**src/rtl/speck32_pkg.sv**
```systemverilog
// Shared constants, FSM state encoding and rotate helpers for the
// SPECK32/64 decryption block.
package speck32_pkg;

    localparam int WORD           = 16;
    localparam int ALPHA          = 7;
    localparam int BETA           = 2;
    localparam int ROUNDS_DEFAULT = 22;

    typedef enum logic [1:0] {
        IDLE    = 2'd0,
        EXPAND  = 2'd1,
        DECRYPT = 2'd2,
        DONE    = 2'd3
    } state_e;

    // Rotate a word left by a constant amount.
    function automatic logic [WORD-1:0] rol(input logic [WORD-1:0] v, input int unsigned n);
        return (v << n) | (v >> (WORD - n));
    endfunction

    // Rotate a word right by a constant amount.
    function automatic logic [WORD-1:0] ror(input logic [WORD-1:0] v, input int unsigned n);
        return (v >> n) | (v << (WORD - n));
    endfunction

endpackage

```
**src/rtl/speck32_dec_round.sv**
```systemverilog
// One combinational SPECK32 inverse round: undoes a single encryption
// round of {x,y} using round key k.
module speck32_dec_round
    import speck32_pkg::*;
(
    input  logic [2*WORD-1:0] blk_in,
    input  logic [WORD-1:0]   k,
    output logic [2*WORD-1:0] blk_out
);

    logic [WORD-1:0] x;
    logic [WORD-1:0] y;
    logic [WORD-1:0] y_prev;
    logic [WORD-1:0] x_prev;

    // Inverse round: recover y first, then x; the subtraction wraps mod 2^16.
    always_comb begin
        x       = blk_in[2*WORD-1:WORD];
        y       = blk_in[WORD-1:0];
        y_prev  = ror(x ^ y, BETA);
        x_prev  = rol((x ^ k) - y_prev, ALPHA);
        blk_out = {x_prev, y_prev};
    end

endmodule

```
**src/rtl/speck32_decrypt.sv**
```systemverilog
// SPECK32/64 decryptor. A job first expands the master key into a
// per-round key file (ROUNDS-1 cycles), then walks the rounds backwards
// (ROUNDS cycles) and presents the plaintext until the consumer takes it.
module speck32_decrypt
    import speck32_pkg::*;
#(
    parameter int ROUNDS = ROUNDS_DEFAULT
) (
    input  logic          clk,
    input  logic          rst,
    input  logic          in_valid,
    output logic          in_ready,
    input  logic [31:0]   din,
    input  logic [63:0]   key,
    output logic          out_valid,
    input  logic          out_ready,
    output logic [31:0]   dout
);

    localparam int IDX_W = $clog2(ROUNDS);
    typedef logic [IDX_W-1:0] idx_t;

    state_e          state;
    idx_t            i;
    idx_t            r;
    logic [WORD-1:0] x;
    logic [WORD-1:0] y;
    logic [WORD-1:0] l0;
    logic [WORD-1:0] l1;
    logic [WORD-1:0] l2;
    logic [WORD-1:0] k_cur;

    logic [WORD-1:0] keyfile [ROUNDS];

    logic            accept;
    logic            last_expand;
    logic            last_round;
    logic [WORD-1:0] l_new;
    logic [WORD-1:0] k_next;
    logic [WORD-1:0] k_rd;
    logic            kf_we;
    idx_t            kf_addr;
    logic [WORD-1:0] kf_data;
    logic [31:0]     round_out;

    assign in_ready    = (state == IDLE);
    assign out_valid   = (state == DONE);
    assign accept      = in_valid && in_ready;
    assign last_expand = (i == idx_t'(ROUNDS - 2));
    assign last_round  = (r == '0);

    // Key schedule step and key-file write port / read port selection.
    always_comb begin
        l_new   = (ror(l0, ALPHA) + k_cur) ^ {{(WORD-IDX_W){1'b0}}, i};
        k_next  = rol(k_cur, BETA) ^ l_new;
        kf_we   = !rst && (accept || (state == EXPAND));
        kf_addr = accept ? '0 : idx_t'(i + 1'b1);
        kf_data = accept ? key[15:0] : k_next;
        k_rd    = keyfile[r];
        dout    = (state == DONE) ? {x, y} : 32'd0;
    end

    speck32_dec_round u_round (
        .blk_in  ({x, y}),
        .k       (k_rd),
        .blk_out (round_out)
    );

    // Round-key storage, one write and one read port.
    // NOTE: the key file has no reset; every entry read by a job is written
    // by that same job's expansion first, so resetting it would only cost flops.
    always_ff @(posedge clk) begin
        if (kf_we) begin
            keyfile[kf_addr] <= kf_data;
        end
    end

    // Control FSM with the block state and key-schedule pipeline.
    // NOTE: all state here is updated with non-blocking assignments so every
    // register samples the pre-edge values, exactly like the hardware.
    always_ff @(posedge clk) begin
        if (rst) begin
            state <= IDLE;
            i     <= '0;
            r     <= '0;
            x     <= '0;
            y     <= '0;
            l0    <= '0;
            l1    <= '0;
            l2    <= '0;
            k_cur <= '0;
        end else begin
            case (state)
                IDLE: begin
                    if (in_valid) begin
                        x     <= din[31:16];
                        y     <= din[15:0];
                        k_cur <= key[15:0];
                        l0    <= key[31:16];
                        l1    <= key[47:32];
                        l2    <= key[63:48];
                        i     <= '0;
                        state <= EXPAND;
                    end
                end
                EXPAND: begin
                    l0    <= l1;
                    l1    <= l2;
                    l2    <= l_new;
                    k_cur <= k_next;
                    if (last_expand) begin
                        // Index is not needed past expansion; park it at zero.
                        i     <= '0;
                        r     <= idx_t'(ROUNDS - 1);
                        state <= DECRYPT;
                    end else begin
                        i <= i + 1'b1;
                    end
                end
                DECRYPT: begin
                    {x, y} <= round_out;
                    if (last_round) begin
                        state <= DONE;
                    end else begin
                        r <= r - 1'b1;
                    end
                end
                DONE: begin
                    if (out_ready) begin
                        state <= IDLE;
                    end
                end
                default: state <= IDLE;
            endcase
        end
    end

endmodule

```
**config.mk**
```make
export PLATFORM = sky130hd
export DESIGN_NAME = speck32_decrypt
export DESIGN_NICKNAME = d
export VERILOG_FILES = /design/src/rtl/speck32_pkg.sv /design/src/rtl/speck32_dec_round.sv /design/src/rtl/speck32_decrypt.sv
export SDC_FILE = /design/constraint.sdc
export NUM_CORES = 1
export LEC_CHECK = 0
export ABC_AREA = 1
export BUFFER_PORTS_ARGS = -buffer_cell sky130_fd_sc_hd__buf_2
export CORE_MARGIN = 2
export CORE_UTILIZATION = 45
export DETAILED_ROUTE_END_ITERATION = 7
export PLACE_DENSITY_LB_ADDON = 0.08
export SYNTH_ARGS = -nofsm -noshare
export SYNTH_HDL_FRONTEND = slang
export SYNTH_SLANG_ARGS = --single-unit
export TNS_END_PERCENT = 50
```
**constraint.sdc**
```tcl
create_clock -name clk -period 3.5 [get_ports clk]
set_input_delay 0.35 -clock clk [delete_from_list [all_inputs] [get_ports clk]]
set_output_delay 0.35 -clock clk [all_outputs]
set_load 0.005 [all_outputs]
```
==> results of run 1 <==
## per-stage QoR
stage	setup WS (ns)	hold WS, ns	instance area, um^2	util
floorplan	0.530	0.445	21300	-
global placement	-0.0526	0.456	23100	0.495
detailed placement	-0.139	0.459	23100	0.495
CTS	0.00120	0.00318	24700	0.529
global route	-0.104	0.00245	25100	0.538
finish	0.0924	0.0214	25100	0.538
## critical path: stages, from the launching register on
cell and delay, ns:
dfxtp_4 0.50, inv_16 0.12, buf_4 0.17, nor2_1 0.08, o22ai_1 0.09, o211ai_1 0.16, buf_4 0.16, nand3_1 0.10
o21ai_1 0.37, xnor2_1 0.13, ha_1 0.35, nand2_1 0.13, o21a_1 0.25, o211ai_1 0.31, inv_1 0.07, nand2_1 0.07
nand3_1 0.07, nand2_1 0.07, a21oi_1 0.05
## path summary, 6_finish.rpt
| path | startpoint | end | cells after the start |
|---|---|---|---|
| max | flip-flop | x[6] | 18 |
| min | key[28] | l0[12] | 3 |
| min reg2reg | l2[13] | l2[13] | 2 |
| max reg2reg | flip-flop | x[6] | 18 |
## final cells by class
class / count / area (um^2) / area share
clock buffers: 73 / 1380 / 0.0551
multi-input cells: 1408 / 7590 / 0.303
well taps: 607 / 759 / 0.0303
clock inverters: 17 / 104 / 0.00414
repair buffers: 257 / 1930 / 0.0771
flip-flops and latches: 465 / 12800 / 0.512
inverters: 119 / 470 / 0.0188
## where the power goes
| group | internal (mW) | total [mW] | switching (mW) | leakage (nW) |
|---|---|---|---|---|
| clock network | 2.74 | 4.90 | 2.16 | 0.724 |
| registers | 7.99 | 8.55 | 0.561 | 4.12 |
| logic | 4.75 | 13.7 | 8.98 | 4.79 |
| total | 15.5 | 27.2 | 11.7 | 9.63 |
## cell families (layout without fill, tap and decap cells)
kind of cell / Yosys count / after routing / synth area share
xor+xnor: 58 / 58 / 0.0238
buf+inv: 252 / 466 / 0.0527
compound gates: 572 / 572 / 0.155
fa+ha+maj: 43 / 43 / 0.0259
flops: 465 / 465 / 0.602
mux: 5 / 5 / 0.00235
simple gates: 730 / 730 / 0.139
## what timing repair did
item | 4_1_cts | 5_1_grt
endpoints found under the hold margin | 4 | 0
endpoints found under the setup margin | 8 | 11
pin swaps | 0 | 8
buffers inserted | 0 | 9
resized for setup | 8 | 41
gates cloned | 0 | 7
hold buffers | 4 | 0
## cells in the final DEF, fill, tap and decap left out, drive strengths merged, types with 6 or more instances in the layout
cell type | synthesis | final
a31oi | 43 | 43
a21oi | 161 | 161
o21bai | 6 | 6
o211ai | 16 | 16
o21ai | 249 | 249
nand2 | 351 | 351
clkbuf | 71 | 80
o221ai | 50 | 50
nand4 | 7 | 7
edfxtp | 352 | 352
buf | 62 | 246
clkinv | 0 | 12
a221oi | 10 | 10
xor2 | 20 | 20
nand3 | 105 | 105
nor2 | 240 | 240
o22ai | 14 | 14
nor3 | 6 | 6
ha | 41 | 41
inv | 119 | 122
dfxtp | 113 | 113
xnor2 | 38 | 38
or2 | 18 | 18
## per-layer routing
metal,vias up,global-route usage,share of wire
met5,-,0,0.00021
met4,2,0.0595,0.021
met3,86,0.0427,0.064
met2,521,0.398,0.46
met1,8033,0.353,0.45
li1,7869,-,-
## registers in the layout, summed over array words and instances, names as in the netlist, named ones only
name     count
l2          16
state        2
k_cur       16
keyfile    352
l1          16
r            5
x           16
l0          16
y           16
i            5
==> impl_metrics.toml, run 1 <==
[global_routing]
grt_pass1_wl_um = 93800
grt.total_usage = 0.248
grt_max_degree = 85
grt_antenna_before_repair = 1
grt_pass1_vias = 15700
overflow = 0

[sta]
period_share = 0.974
hold_viol = 0
slew_violations = 0
grt_setup_unrepaired = "true"
tightest_slew_ns = 1.15
maxSlewHeadroom = 0.234
setup_viol = 0
fin_worst_skew_ns = 0.0164
fmax_ghz = 0.293
post-route-min-period_ns = 3.41
fin_setup_tns_ns = 0

[logic_synthesis]
synth-async-reset-ratio = 0
synth_top_area_share = 0.496
avgSynthCellArea_um2 = 10.0
synth-edff-count = 352
synth.ff_latch_count = 465
synthCells = 2125
synth.most_common_cell = "edfxtp_1"
synth_top_area_cell = "edfxtp_1"
ys.flop_type = "edfxtp_1"
synthesis.area_um2 = 21300
synth_common_cells = "edfxtp_1, nand2_1, nor2_1"
synthDistinctLibCells = 47
ys_top_cells_by_area = "edfxtp_1, dfxtp_1, nand2_1"
syn_nets = 2268
yosys_warnings = 0
ys_seq_area_frac = 0.602

[setup_path]
cp_data_required_time_ns = 3.96
path_class = "flip-flop to flip-flop"
arrival_ns = 3.86
endpoint_kind = "flip-flop"
critPathLaunchType = "flip-flop"
ff2ff_setup_slack_ns = 0.09
crit_path_max_fanout = 34

[route]
num_vias = 16500
first_pass_iters = 5
drt_wl_total_um = 63400
ant_nets = 0
vias_per_cell = 5.60
drc_errors = 0
wl_per_cell_um = 21.5
drt_iter0_drc = 1437

[cts]
ctsHtreeMaxLevel = 2
clk_pin_slew_ns = 0.06
cts_made_buffers = 50
cts-root-buf = "clkbuf_16"
cts_buffer_depth = 3
insertion_delay_ns = 0.60
cts_tree = "built"
cts_sinks = 465

[floorplan]
die_w_um = 222
die_y_um = 222
start_util = 0.457
coreArea_um2 = 46700
rows = 79
die_area_um2 = 49100
ios = 134

[layout]
fillers = 4184
layout-drive-gt1-share = 0.169
stdcell_count = 2946
final_nets = 2444
n_antenna_cell = 0
areaGrowthSynthToFinish_pct = 17.7

[power_and_ir_drop]
peakVddDrop_v = 0.000704
powerDensity_nw_per_um2 = 1080
power_mw = 27.2
p_leak_nw = 9.63

[status]
status = "complete, no violations"

[placed_design]
gp_congestion = 0.886
dpl.hpwl_um = 39400
portBuffers = 133
placed_cells = 2836

[worst_hold_path]
hp-class = "input pin to flip-flop"

[flow_run]
drv_cap = 0
No activity file was read; power rests on OpenSTA's default activity.
==> run 2: changes to the inputs <==
- ABC_AREA: 1 -> not set
==> run 2 against run 1 <==
The flow now finishes with violations (negative setup slack); hold slack improved by 0.046 ns; worst setup slack got worse by 0.48 ns; maximum frequency decreased by 12%; largest cell class unchanged; largest power group unchanged.
==> impl_metrics.toml, run 2 <==
[cts]
clk_pin_slew_ns = 0.06
insertion_delay_ns = 0.61
cts_tree = "built"
cts_sinks = 465
cts_made_buffers = 48
cts_buffer_depth = 3
ctsHtreeMaxLevel = 2
cts-root-buf = "clkbuf_16"

[flow_run]
drv_cap = 0

[sta]
setup_viol = 11
period_share = 1.11
fin_worst_skew_ns = 0.0357
maxSlewHeadroom = 0.367
fmax_ghz = 0.257
slew_violations = 0
hold_viol = 0
tightest_slew_ns = 0.949
worst_slack_ns = -0.390
fin_setup_tns_ns = -2.61
post-route-min-period_ns = 3.89
hold_slack_ns = 0.0670
grt_setup_unrepaired = "true"

[logic_synthesis]
synth-edff-count = 352
ys_top_cells_by_area = "edfxtp_1, dfxtp_1, mux4_2"
synth.ff_latch_count = 465
ys.flop_type = "edfxtp_1"
synthesis.area_um2 = 20700
avgSynthCellArea_um2 = 14.0
synthDistinctLibCells = 57
synth.most_common_cell = "edfxtp_1"
synthCells = 1480
synth-async-reset-ratio = 0
synth_top_area_cell = "edfxtp_1"
synth_top_area_share = 0.510
synth_common_cells = "edfxtp_1, nor2_1, dfxtp_1"
yosys_warnings = 0
ys_seq_area_frac = 0.619
syn_nets = 1623

[floorplan]
ios = 134
coreArea_um2 = 45500
die_w_um = 219
rows = 78
die_area_um2 = 47800
die_y_um = 219
start_util = 0.456

[placed_design]
postPlaceCellArea_um2 = 22900
placed_cells = 2235
portBuffers = 133
gp_congestion = 0.881
dpl.hpwl_um = 35500

[setup_path]
crit_path_frequent_cell = "mux4_2"
cpMaxStageDelayCell = "mux4_2"
crit_chain = "buf_12, mux4_2, mux4_2, mux2i_4, xnor2_2, inv_1, fa_2, nand2b_4, a21oi_4, o2111ai_2, a21oi_1, nor3_1, xor2_1, a2111oi_0"
max_stage_delay_ns = 0.56
critPathLaunchType = "flip-flop"
r2r_cells = 14
crit_path_max_fanout = 6
ff2ff_setup_slack_ns = -0.39
endpoint_kind = "flip-flop"
arrival_ns = 4.35
cp_data_required_time_ns = 3.96
path_class = "flip-flop to flip-flop"
r2r_end = "x[3]"
endpoint = "x[3]"

[layout]
mostFrequentLayoutCell = "edfxtp_1"
stdcell_count = 2342
n_antenna_cell = 0
largest_reg_flops = 352
fin_area_um2 = 24800
top_register = "keyfile"
layout-drive-gt1-share = 0.283
final_nets = 1845
areaGrowthSynthToFinish_pct = 19.7
final_cell_mix = "edfxtp_1, nor2_1, buf_2, buf_4, dfxtp_1"

[route]
num_vias = 13100
vias_per_cell = 5.59
wl_per_cell_um = 23.1
drt_wl_total_um = 54100
ant_nets = 0
drt_iter0_drc = 988
first_pass_iters = 5
drc_errors = 0

[global_routing]
grt_pass1_wl_um = 81100
grt_pass1_vias = 13100
overflow = 0
grt.total_usage = 0.229
grt_antenna_before_repair = 0
grt_max_degree = 62
grtUsageMet1 = 0.327
gr-usage-met3 = 0.0362
met2_usage = 0.369
busiest_layer = "met2"

[power_and_ir_drop]
p_leak_nw = 8.69
power_mw = 26.2
powerDensity_nw_per_um2 = 1050
peakVddDrop_v = 0.000491

[status]
violations = "negative setup slack"
status = "finished, violations left"

[worst_hold_path]
hp-class = "input pin to flip-flop"
-- run 2: cell types whose count changed after synthesis, moves of 80 or more --
cell	before	now
mux4_2	0	95
nor2_1	240	160
nand3_1	105	13
nand2_1	351	82
inv_1	114	18
o21ai_0	231	18
-- run 2: logic make-up after synthesis --
kind of cell    Yosys count  share of synthesized area
simple gates            348                     0.0752
fa+ha+maj                43                     0.0267
flops                   465                      0.619
xor+xnor                 86                     0.0384
compound gates          250                     0.0777
mux                     174                      0.141
buf+inv                 114                     0.0220
-- run 2: stage by stage --
stage               setup slack [ns]   util
floorplan                    -0.0643      -
global placement              -0.395  0.504
detailed placement            -0.481  0.504
CTS                           -0.370  0.543
global route                  -0.512  0.546
finish                        -0.390  0.546
-- run 2: critical path: cells and delay by family (launching register included) --
| kind | cells | cell delay (ns) |
|---|---|---|
| AO/OA/AOI/OAI | 4 | 0.87 |
| XOR/XNOR | 2 | 0.28 |
| adder cells (fa/ha/maj) | 1 | 0.39 |
| buffers and inverters | 2 | 0.24 |
| flip-flops | 1 | 0.43 |
| multiplexers | 3 | 1.27 |
| AND/OR/NAND/NOR | 2 | 0.24 |
-- run 2: cell type report --
class	instances	area, um^2
fill	3769	20700
sequential	465	12800
multi-input combinational	901	7720
timing repair buffer	265	1840
clock buffer	57	1230
tap	600	751
clock inverter	33	345
inverter	21	78.8
-- run 2: power by group --
group	internal, mW	switching, mW	leakage (nW)
logic	5.40	7.07	3.81
clock network	2.92	2.17	0.760
registers	8.02	0.585	4.12
-- run 2: per-layer routing --
metal	vias up	routed length [um]
li1	6086	-
met1	6612	24600
met2	321	25500
met3	74	2760
met4	0	1260
met5	-	0
-- run 2: timing repair --
action | in CTS | in global routing
hold buffers | 0 | 0
setup buffers | 12 | 4
gates cloned | 1 | 0
gates resized for setup | 18 | 19
endpoints found under the setup margin | 13 | 14
pin swaps | 15 | 5
-- run 2: worst min path at each step --
stage,start,depth (start not counted),slack (ns),endpoint
2_1_floorplan,l2[11],1,0.43,l2[11]
3_3_place_gp,l2[1],2,0.44,l2[1]
3_5_place_dp,l2[4],2,0.45,l2[4]
4_1_cts,key[63],3,0.04,l2[15]
5_1_grt,key[63],3,0.06,l2[15]
6_report,key[63],3,0.07,l2[15]
